$ cat config.mk
export PLATFORM = sky130hd
export DESIGN_NAME = interp_test_sequencer
export DESIGN_NICKNAME = d
export VERILOG_FILES = /design/src/rtl/interp_ctrl_pkg.sv /design/src/rtl/interp_test_sequencer.sv
export SDC_FILE = /design/constraint.sdc
export NUM_CORES = 1
export LEC_CHECK = 0
export ABC_AREA = 1
export CORE_MARGIN = 4
export CORE_UTILIZATION = 40
export CTS_CLUSTER_DIAMETER = 40
export DETAILED_ROUTE_END_ITERATION = 16
export GPL_TIMING_DRIVEN = 0
export PLACE_DENSITY = 0.64
export SLEW_MARGIN = 30
export SYNTH_ARGS = -nofsm -noshare
export SYNTH_HDL_FRONTEND = slang
export SYNTH_SLANG_ARGS = --single-unit
$ cat constraint.sdc
create_clock -name clk -period 2.1 [get_ports clk]
set_input_delay 0.42 -clock clk [delete_from_list [all_inputs] [get_ports clk]]
set_output_delay 0.42 -clock clk [all_outputs]
set_load 0.005 [all_outputs]
$ cat src/rtl/interp_ctrl_pkg.sv
// Shared definitions for the interpolation-filter test sequencer.
//   seq_state_t : sequencer state encoding
//   TONE_IDX_W  : width of the tone table index
//   TONE_PINC   : DDS phase increments for a 3.2 MHz clock and a 16-bit
//                 phase accumulator (25/50/100/200 kHz, rest unused)
package interp_ctrl_pkg;

  typedef enum logic [2:0] {
    S_IDLE,
    S_LOAD,
    S_SETTLE,
    S_CAPTURE,
    S_DONE
  } seq_state_t;

  localparam int TONE_IDX_W = 4;

  localparam logic [15:0] TONE_PINC [0:15] = '{
    16'd512,  16'd1024, 16'd2048, 16'd4096,
    16'd0,    16'd0,    16'd0,    16'd0,
    16'd0,    16'd0,    16'd0,    16'd0,
    16'd0,    16'd0,    16'd0,    16'd0
  };

endpackage

$ cat src/rtl/interp_test_sequencer.sv
// Test sequencer for the 128x interpolation filter bench.
// Steps the DDS through the tone table over its AXI-Stream config channel,
// waits SETTLE_CYC valid samples after each retune, then holds capture_en
// for CAPTURE_CYC valid samples with a one-cycle ILA trigger at the start.
// Ports:
//   clk, rst_n            : filter clock, async active-low reset
//   start, loop, abort    : bench control (start pulse, wrap request, stop level)
//   data_valid            : DDS output tvalid, paces settle/capture counting
//   cfg_tdata/tvalid/tready : DDS config channel (phase increment)
//   trig, capture_en      : ILA trigger pulse and capture window
//   tone_idx, busy, done  : status
// All outputs are registered.
module interp_test_sequencer
  import interp_ctrl_pkg::*;
#(
  parameter int NUM_TONES   = 4,
  parameter int PINC_W      = 16,
  parameter int SETTLE_CYC  = 256,
  parameter int CAPTURE_CYC = 1024,
  parameter int CNT_W       = 16
) (
  input  logic                  clk,
  input  logic                  rst_n,
  input  logic                  start,
  input  logic                  loop,
  input  logic                  abort,
  input  logic                  data_valid,
  output logic [PINC_W-1:0]     cfg_tdata,
  output logic                  cfg_tvalid,
  input  logic                  cfg_tready,
  output logic                  trig,
  output logic                  capture_en,
  output logic [TONE_IDX_W-1:0] tone_idx,
  output logic                  busy,
  output logic                  done
);

  localparam logic [CNT_W-1:0]      SETTLE_LAST  = CNT_W'(SETTLE_CYC - 1);
  localparam logic [CNT_W-1:0]      CAPTURE_LAST = CNT_W'(CAPTURE_CYC - 1);
  localparam logic [TONE_IDX_W-1:0] TONE_LAST    = TONE_IDX_W'(NUM_TONES - 1);

  seq_state_t            state_q, state_d;
  logic [CNT_W-1:0]      cnt_q, cnt_d;
  logic [TONE_IDX_W-1:0] tone_idx_q, tone_idx_d;
  logic                  abort_lat_q, abort_lat_d;
  logic [PINC_W-1:0]     cfg_tdata_q, cfg_tdata_d;
  logic                  cfg_tvalid_q, cfg_tvalid_d;
  logic                  trig_q, trig_d;
  logic                  capture_en_q, capture_en_d;
  logic                  busy_q, busy_d;
  logic                  done_q, done_d;

  always_comb begin
    state_d     = state_q;
    cnt_d       = cnt_q;
    tone_idx_d  = tone_idx_q;
    abort_lat_d = abort_lat_q;

    case (state_q)
      S_IDLE: begin
        abort_lat_d = 1'b0;
        // start has priority over a coincident abort here
        if (start) begin
          tone_idx_d = '0;
          state_d    = S_LOAD;
        end
      end

      S_LOAD: begin
        // An abort here must not break the AXI transfer: remember it and
        // act once the handshake has completed.
        if (abort) abort_lat_d = 1'b1;
        if (cfg_tvalid_q && cfg_tready) begin
          abort_lat_d = 1'b0;
          state_d     = (abort_lat_q || abort) ? S_IDLE : S_SETTLE;
        end
      end

      S_SETTLE: begin
        if (abort) begin
          state_d = S_IDLE;
        end else if (data_valid) begin
          if (cnt_q == SETTLE_LAST) state_d = S_CAPTURE;
          else                      cnt_d   = cnt_q + CNT_W'(1);
        end
      end

      S_CAPTURE: begin
        if (abort) begin
          state_d = S_IDLE;
        end else if (data_valid) begin
          if (cnt_q == CAPTURE_LAST) begin
            if (tone_idx_q < TONE_LAST) begin
              tone_idx_d = tone_idx_q + TONE_IDX_W'(1);
              state_d    = S_LOAD;
            end else if (loop) begin
              tone_idx_d = '0;
              state_d    = S_LOAD;
            end else begin
              state_d    = S_DONE;
            end
          end else begin
            cnt_d = cnt_q + CNT_W'(1);
          end
        end
      end

      S_DONE: state_d = S_IDLE;

      default: state_d = S_IDLE;
    endcase

    // Counter restarts on every state change, including CAPTURE -> LOAD
    if (state_d != state_q) cnt_d = '0;

    // Outputs are registered copies of what the next state implies
    cfg_tvalid_d = (state_d == S_LOAD);
    cfg_tdata_d  = (state_d == S_LOAD) ? PINC_W'(TONE_PINC[tone_idx_d]) : cfg_tdata_q;
    trig_d       = (state_d == S_CAPTURE) && (state_q != S_CAPTURE);
    capture_en_d = (state_d == S_CAPTURE);
    busy_d       = (state_d != S_IDLE);
    done_d       = (state_d == S_DONE);
  end

  always_ff @(posedge clk or negedge rst_n) begin
    if (!rst_n) begin
      state_q      <= S_IDLE;
      cnt_q        <= '0;
      tone_idx_q   <= '0;
      abort_lat_q  <= 1'b0;
      cfg_tdata_q  <= '0;
      cfg_tvalid_q <= 1'b0;
      trig_q       <= 1'b0;
      capture_en_q <= 1'b0;
      busy_q       <= 1'b0;
      done_q       <= 1'b0;
    end else begin
      state_q      <= state_d;
      cnt_q        <= cnt_d;
      tone_idx_q   <= tone_idx_d;
      abort_lat_q  <= abort_lat_d;
      cfg_tdata_q  <= cfg_tdata_d;
      cfg_tvalid_q <= cfg_tvalid_d;
      trig_q       <= trig_d;
      capture_en_q <= capture_en_d;
      busy_q       <= busy_d;
      done_q       <= done_d;
    end
  end

  assign cfg_tdata  = cfg_tdata_q;
  assign cfg_tvalid = cfg_tvalid_q;
  assign trig       = trig_q;
  assign capture_en = capture_en_q;
  assign tone_idx   = tone_idx_q;
  assign busy       = busy_q;
  assign done       = done_q;

endmodule

==> results of run 1 <==
-- through the flow --
step | hold slack (ns) | setup slack (ns) | util (%)
final | 0.0487 | 0.146 | 51.6
after global routing | 0.0679 | 0.00574 | 51.6
after CTS | 0.0626 | 0.0436 | 50.4
after detailed placement | 0.373 | -0.0576 | 48.6
after global placement | 0.465 | -0.101 | 48.1
after floorplan | 0.124 | 0.280 | -
-- per-layer routing --
metal	GRT usage, %	part of all wire [%]	up-vias
li1	-	-	978
met1	19.7	44	876
met2	26.0	49	45
met3	5.31	6.3	9
met4	3.65	1.5	0
met5	0	0	-
-- cells by family (layout without fill, tap and decap cells) --
group / after synthesis / count (layout) / share of synthesized area (%)
xor gates and xnor gates: 15 / 15 / 5.98
and+or+nand+nor: 156 / 156 / 36.6
adders and majority gates: 2 / 2 / 1.14
other: 1 / 12 / 0.171
buffers and inverters: 62 / 93 / 14.2
AOI/OAI and AO/OA: 13 / 13 / 4.33
DFF: 33 / 33 / 37.6
-- where the power goes --
group	total [mW]	internal (mW)	switching, mW
registers	0.758	0.700	0.0587
logic	1.01	0.406	0.606
clock network	0.470	0.230	0.241
total	2.24	1.33	0.905
-- area by class of cell --
| class | count | area, um2 |
|---|---|---|
| Buffer | 19 | 151 |
| Clock buffer | 6 | 72.6 |
| Clock inverter | 2 | 10.0 |
| Fill cell | 504 | 2520 |
| Inverter | 43 | 164 |
| Multi-Input combinational cell | 198 | 1130 |
| Sequential cell | 33 | 827 |
| Tap cell | 70 | 87.6 |
| Timing Repair Buffer | 23 | 240 |
-- worst paths after layout --
check,startpoint,to,slack [ns]
max,cnt_q[1]$_DFFE_PN0P_,cnt_q[9]$_DFFE_PN0P_,0.15
min,rst_n,cfg_tdata[12]$_DFFE_PN0P_,0.05
max reg2reg,cnt_q[1]$_DFFE_PN0P_,cnt_q[9]$_DFFE_PN0P_,0.15
min reg2reg,cfg_tdata[10]$_DFFE_PN0P_,cfg_tdata[10]$_DFFE_PN0P_,0.49
max in group asynchronous,rst_n,cnt_q[6]$_DFFE_PN0P_,1.63
min in group clk,cfg_tdata[10]$_DFFE_PN0P_,cfg_tdata[10]$_DFFE_PN0P_,0.49
-- sequential cells by signal, summed over array words and instances, names as in the netlist --
register / count
abort_lat_q: 1
busy: 1
capture_en: 1
cfg_tdata: 4
cfg_tvalid: 1
cnt_q: 16
done: 1
state_q: 3
tone_idx: 4
trig: 1
-- repair_timing --
action                                  in CTS  in global routing
endpoints found under the setup margin       9                 20
buffers inserted                             1                  1
pin swaps                                    0                  1
hold buffers                                 0                  0
resized for setup                            1                 13
cloned                                       0                  2
-- synthesized netlist by cell type, drive strengths merged --
cell type	instances	share of area [%]
nor2	41	9.3
nor3	6	1.4
a21oi	4	1.1
clkbuf	1	0.17
nand3	19	5.7
o21ai	6	1.5
conb	1	0.17
clkinv	1	0.23
ha	2	1.1
o2111ai	1	0.40
a31oi	1	0.97
buf	18	6.6
xnor2	2	0.80
xor2	13	5.2
dfrtp	33	38
o31ai	1	0.34
inv	42	7.2
nand2	57	10
nand4	32	9.7
nor4	1	0.28
==> impl_metrics.ini, run 1 <==
[clock_tree]
cts-root-to-sink-buffers = 2
cts_root_buffer = sky130_fd_sc_hd__clkbuf_8
cts_made_buffers = 5
worstSkewPairLatency_ns = 0.29
cts.htree.levels = 2
tritoncts = yes
tritoncts_num_sinks = 33
clk_pin_slew_worst_paths_ns = 0.07

[detailed_routing]
route.final.wire_length_um = 4830
initialDrtViolationCount = 80
ant_nets = 0
post_detailed_route_drc_marker_count = 0
detailroute.via_count = 1908
avgRoutedWirePerCell_um = 12.3
viasPerCell = 4.84
drt-pass1-iter-count = 4

[critical_path]
cp-start-kind = flop
crit_path_max_incr_delay_ns = 0.43
path_common_cell = sky130_fd_sc_hd__nand3_2
critical_path_class = reg2reg
crit_path_cell_trace = ha_4 -> nand3_2 -> inv_1 -> nand2_4 -> inv_4 -> nand4_2 -> nand3_2 -> nand3_2 -> nor2_4 -> buf_6 -> nand4_1 -> nand2_1
endpoint_kind = flop
worst-r2r-cell-count = 12
path_delay_family = simple AND/OR/NAND/NOR gates
critical_path_cell_count = 12
worst-endpoint-arrival_ns = 2.18
crit_buf_inv = 3
worstPathMaxFanout = 7
slowest_stage = sky130_fd_sc_hd__dfrtp_1
worst_ep_required_time_ns = 2.32

[power]
fin_total_pwr_mw = 2.24
power.leakage_nw = 1.39
p_per_area_mw_per_mm2 = 834
vdd_ir_max_mv = 0.700

[sta]
timing.final.max_slew_violations = 0
totalNegativeSetupSlack_ns = 0
final.setup_skew_ns = 0.00840
rsz0062_at_grt = false
setup_viol_count_final = 0
maximum_clock_frequency_mhz = 512
timing_hold_violations_final = 0
finalCriticalPeriod_ns = 1.95
layout_worst_path_cycle_share_pct = 93.1

[floorplanning]
floorplan.initialDensity_pct = 42.2
core_area_mm2 = 0.00520
num_io_pins = 32
die-width_um = 82.1
placement_rows = 26
chipHeight_um = 82.1
die-area_mm2 = 0.00674

[synthesis]
syn-mean-instance-area_um2 = 7.79
ys_ff_latch = 33
mappedNetlistArea_mm2 = 0.00220
synthesis.instances = 282
synth_sequential_area_ratio_pct = 37.6
synthDistinctLibCells = 32
ys.warnings.count = 0

[cells_and_area]
mostFrequentLayoutCells = sky130_fd_sc_hd__nand2_1 (54), sky130_fd_sc_hd__inv_1 (39), sky130_fd_sc_hd__nor2_1 (33)
final_design_area_no_fill_mm2 = 0.00268
insertedDiodeCount = 0
layout_stage_area_growth_over_the_synthesis_result_pct = 22.2
finalNonFillerCells = 394
layout-drive-gt1-share_pct = 18.5
layout_commonest_cell = sky130_fd_sc_hd__nand2_1
num-nets-final = 332

[flow_run]
max_cap_viol_count = 0

[place]
dp_hpwl_um = 3570
place.gp.congestion = 0.844
io_buffer_count = 18
place_inst = 382
cell_area_after_placement_mm2 = 0.00253

[grt]
grt_first_pass_wirelength_um = 8160
grt_start_max_net_pins = 20
first_global_vias = 1872
antenna_violations_before_repair = 0
overflow = 0
track_usage_pct = 15.7

[hold_path]
min_path_type = in2async

[outcome]
run_status = finished clean
(Power assumes the default switching activity.)
==> run 2: changes to the inputs <==
--- a/config.mk
+++ b/config.mk
@@ -6,12 +6,14 @@
 export NUM_CORES = 1
 export LEC_CHECK = 0
 export ABC_AREA = 1
+export CAP_MARGIN = 20
 export CORE_MARGIN = 4
 export CORE_UTILIZATION = 40
 export CTS_CLUSTER_DIAMETER = 40
 export DETAILED_ROUTE_END_ITERATION = 16
+export DONT_BUFFER_PORTS = 1
 export GPL_TIMING_DRIVEN = 0
-export PLACE_DENSITY = 0.64
+export PLACE_DENSITY = 0.53
 export SLEW_MARGIN = 30
 export SYNTH_ARGS = -nofsm -noshare
 export SYNTH_HDL_FRONTEND = slang
==> run 2 against run 1 <==
  * Fmax rose by 2.2%
  * Setup slack better by 0.042 ns
  * Clock skew increased by 0.00064 ns
  * Clock-buffer cell count is 1 lower
  * Critical endpoint is now cnt_q[5]$_DFFE_PN0P_
==> impl_metrics.ini, run 2 (synthesis gave the netlist of run 1 again) <==
[cells_and_area]
layout-drive-gt1-share_pct = 19.9
final_design_area_no_fill_mm2 = 0.00251
finalNonFillerCells = 377
largest_reg_flops = 16
num-nets-final = 315
layout_commonest_cell = sky130_fd_sc_hd__nand2_1
mostFrequentLayoutCells = sky130_fd_sc_hd__nand2_1 (53), sky130_fd_sc_hd__inv_1 (38), sky130_fd_sc_hd__nor2_1 (33), sky130_fd_sc_hd__dfrtp_1 (33), sky130_fd_sc_hd__nand4_1 (30)
insertedDiodeCount = 0
layout_stage_area_growth_over_the_synthesis_result_pct = 14.1
registers.top_by_ff_count = cnt_q

[clock_tree]
worstSkewPairLatency_ns = 0.29
cts_made_buffers = 5
cts.htree.levels = 2
tritoncts_num_sinks = 33
clk_pin_slew_worst_paths_ns = 0.08
cts_root_buffer = sky130_fd_sc_hd__clkbuf_8
cts-root-to-sink-buffers = 2
tritoncts = yes

[detailed_routing]
route.final.wire_length_um = 4910
initialDrtViolationCount = 75
ant_nets = 0
detailroute.via_count = 1810
drt-pass1-iter-count = 4
post_detailed_route_drc_marker_count = 0
viasPerCell = 4.80
avgRoutedWirePerCell_um = 13.0

[critical_path]
critical_path_class = reg2reg
r2r_setup_slack_ns = 0.19
critical_path.reg2reg.endpoint = cnt_q[5]$_DFFE_PN0P_
worst_r2r_startpoint = cnt_q[1]$_DFFE_PN0P_
worst-endpoint-arrival_ns = 2.14
path_common_cell = sky130_fd_sc_hd__nand3_2
cp-start-kind = flop
worstPathMaxFanout = 6
worst_ep_required_time_ns = 2.32
crit_path_max_incr_delay_ns = 0.39
endpoint_kind = flop
worst-r2r-cell-count = 12
crit_path_cell_trace = ha_2 -> nand3_2 -> inv_2 -> nand2_4 -> inv_4 -> nand4_2 -> nand3_2 -> nand3_2 -> nor2_4 -> buf_4 -> nand4_1 -> nand2_1
slowest_stage = sky130_fd_sc_hd__dfrtp_1

[floorplanning]
die-area_mm2 = 0.00674
chipHeight_um = 82.1
die-width_um = 82.1
floorplan.initialDensity_pct = 42.2
placement_rows = 26
core_area_mm2 = 0.00520
num_io_pins = 32

[grt]
overflow = 0
track_usage_pct = 15.9
antenna_violations_before_repair = 0
grt_start_max_net_pins = 34
first_global_vias = 1825
grt_first_pass_wirelength_um = 8330

[sta]
setup_viol_count_final = 0
totalNegativeSetupSlack_ns = 0
layout_worst_path_cycle_share_pct = 91.0
rsz0062_at_grt = false
timing_hold_violations_final = 0
maximum_clock_frequency_mhz = 523
timing.final.max_slew_violations = 0
final.setup_skew_ns = 0.00904
finalCriticalPeriod_ns = 1.91

[hold_path]
min_delay_path_depth = 2
worst_hold_startpoint = data_valid
min_path_type = in2reg
min_delay_worst_endpoint = trig$_DFF_PN0_

[power]
p_per_area_mw_per_mm2 = 878
power.leakage_nw = 1.32
vdd_ir_max_mv = 0.523
fin_total_pwr_mw = 2.20

[place]
io_buffer_count = 0
place_inst = 363
cell_area_after_placement_mm2 = 0.00233
dp_hpwl_um = 3530
place.gp.congestion = 0.846

[flow_run]
max_cap_viol_count = 0

[outcome]
run_status = finished clean
-- run 2: timing repair --
action	CTS	global route
resized for setup	1	11
pin swaps	1	1
hold endpoints to repair	33	0
hold buffers	2	0
setup endpoints to repair	12	19
cloned	0	2
setup buffers	2	0
-- run 2: critical path, delay by kind of cell, from the launching register on --
family,cells,cell delay (ns)
flops,1,0.39
buf+inv,3,0.34
fa+ha+maj,1,0.23
simple gates,8,0.87
-- run 2: layer usage --
layer  routed length (um)  up-vias  GRT usage (%)
met4                   53        0           3.49
met3                  214        7           3.80
met1                 2290      830           21.1
met2                 2360       30           26.4
li1                     -      943              -
met5                    0        -              0
-- run 2: worst max path at each step --
| stage | from | end | slack, ns | cells past startpoint |
|---|---|---|---|---|
| after floorplan | cnt_q[0]$_DFFE_PN0P_ | cnt_q[10]$_DFFE_PN0P_ | 0.28 | 13 |
| after global placement | cnt_q[0]$_DFFE_PN0P_ | cnt_q[12]$_DFFE_PN0P_ | -0.004 | 11 |
| after detailed placement | cnt_q[0]$_DFFE_PN0P_ | cnt_q[13]$_DFFE_PN0P_ | -0.03 | 11 |
| after CTS | cnt_q[1]$_DFFE_PN0P_ | cnt_q[13]$_DFFE_PN0P_ | 0.02 | 13 |
| after global routing | cnt_q[1]$_DFFE_PN0P_ | cnt_q[15]$_DFFE_PN0P_ | 0.02 | 12 |
| final | cnt_q[1]$_DFFE_PN0P_ | cnt_q[5]$_DFFE_PN0P_ | 0.19 | 12 |
-- run 2: per-stage QoR --
| step | hold slack, ns | setup WS (ns) | util [%] |
|---|---|---|---|
| after global routing | 0.305 | 0.0180 | 48.1 |
| after global placement | 0.125 | -0.00424 | 44.7 |
| after detailed placement | 0.126 | -0.0312 | 44.7 |
| after floorplan | 0.124 | 0.280 | - |
| final | 0.283 | 0.188 | 48.1 |
| after CTS | 0.284 | 0.0207 | 47.3 |
-- run 2: power breakdown --
group,switching (mW),internal (mW),total [mW]
Clock,0.254,0.229,0.483
Sequential,0.0641,0.700,0.764
Combinational,0.594,0.361,0.955
Total,0.912,1.29,2.20
-- run 2: cell type report --
cell class | instances | area (um2)
plain buffers | 19 | 151
repair buffers | 6 | 67.6
fillers | 536 | 2700
clock buffers | 5 | 68.8
multi-input cells | 198 | 1120
inverters | 43 | 164
flip-flops and latches | 33 | 826
well taps | 70 | 87.6
clock inverters | 3 | 17.5
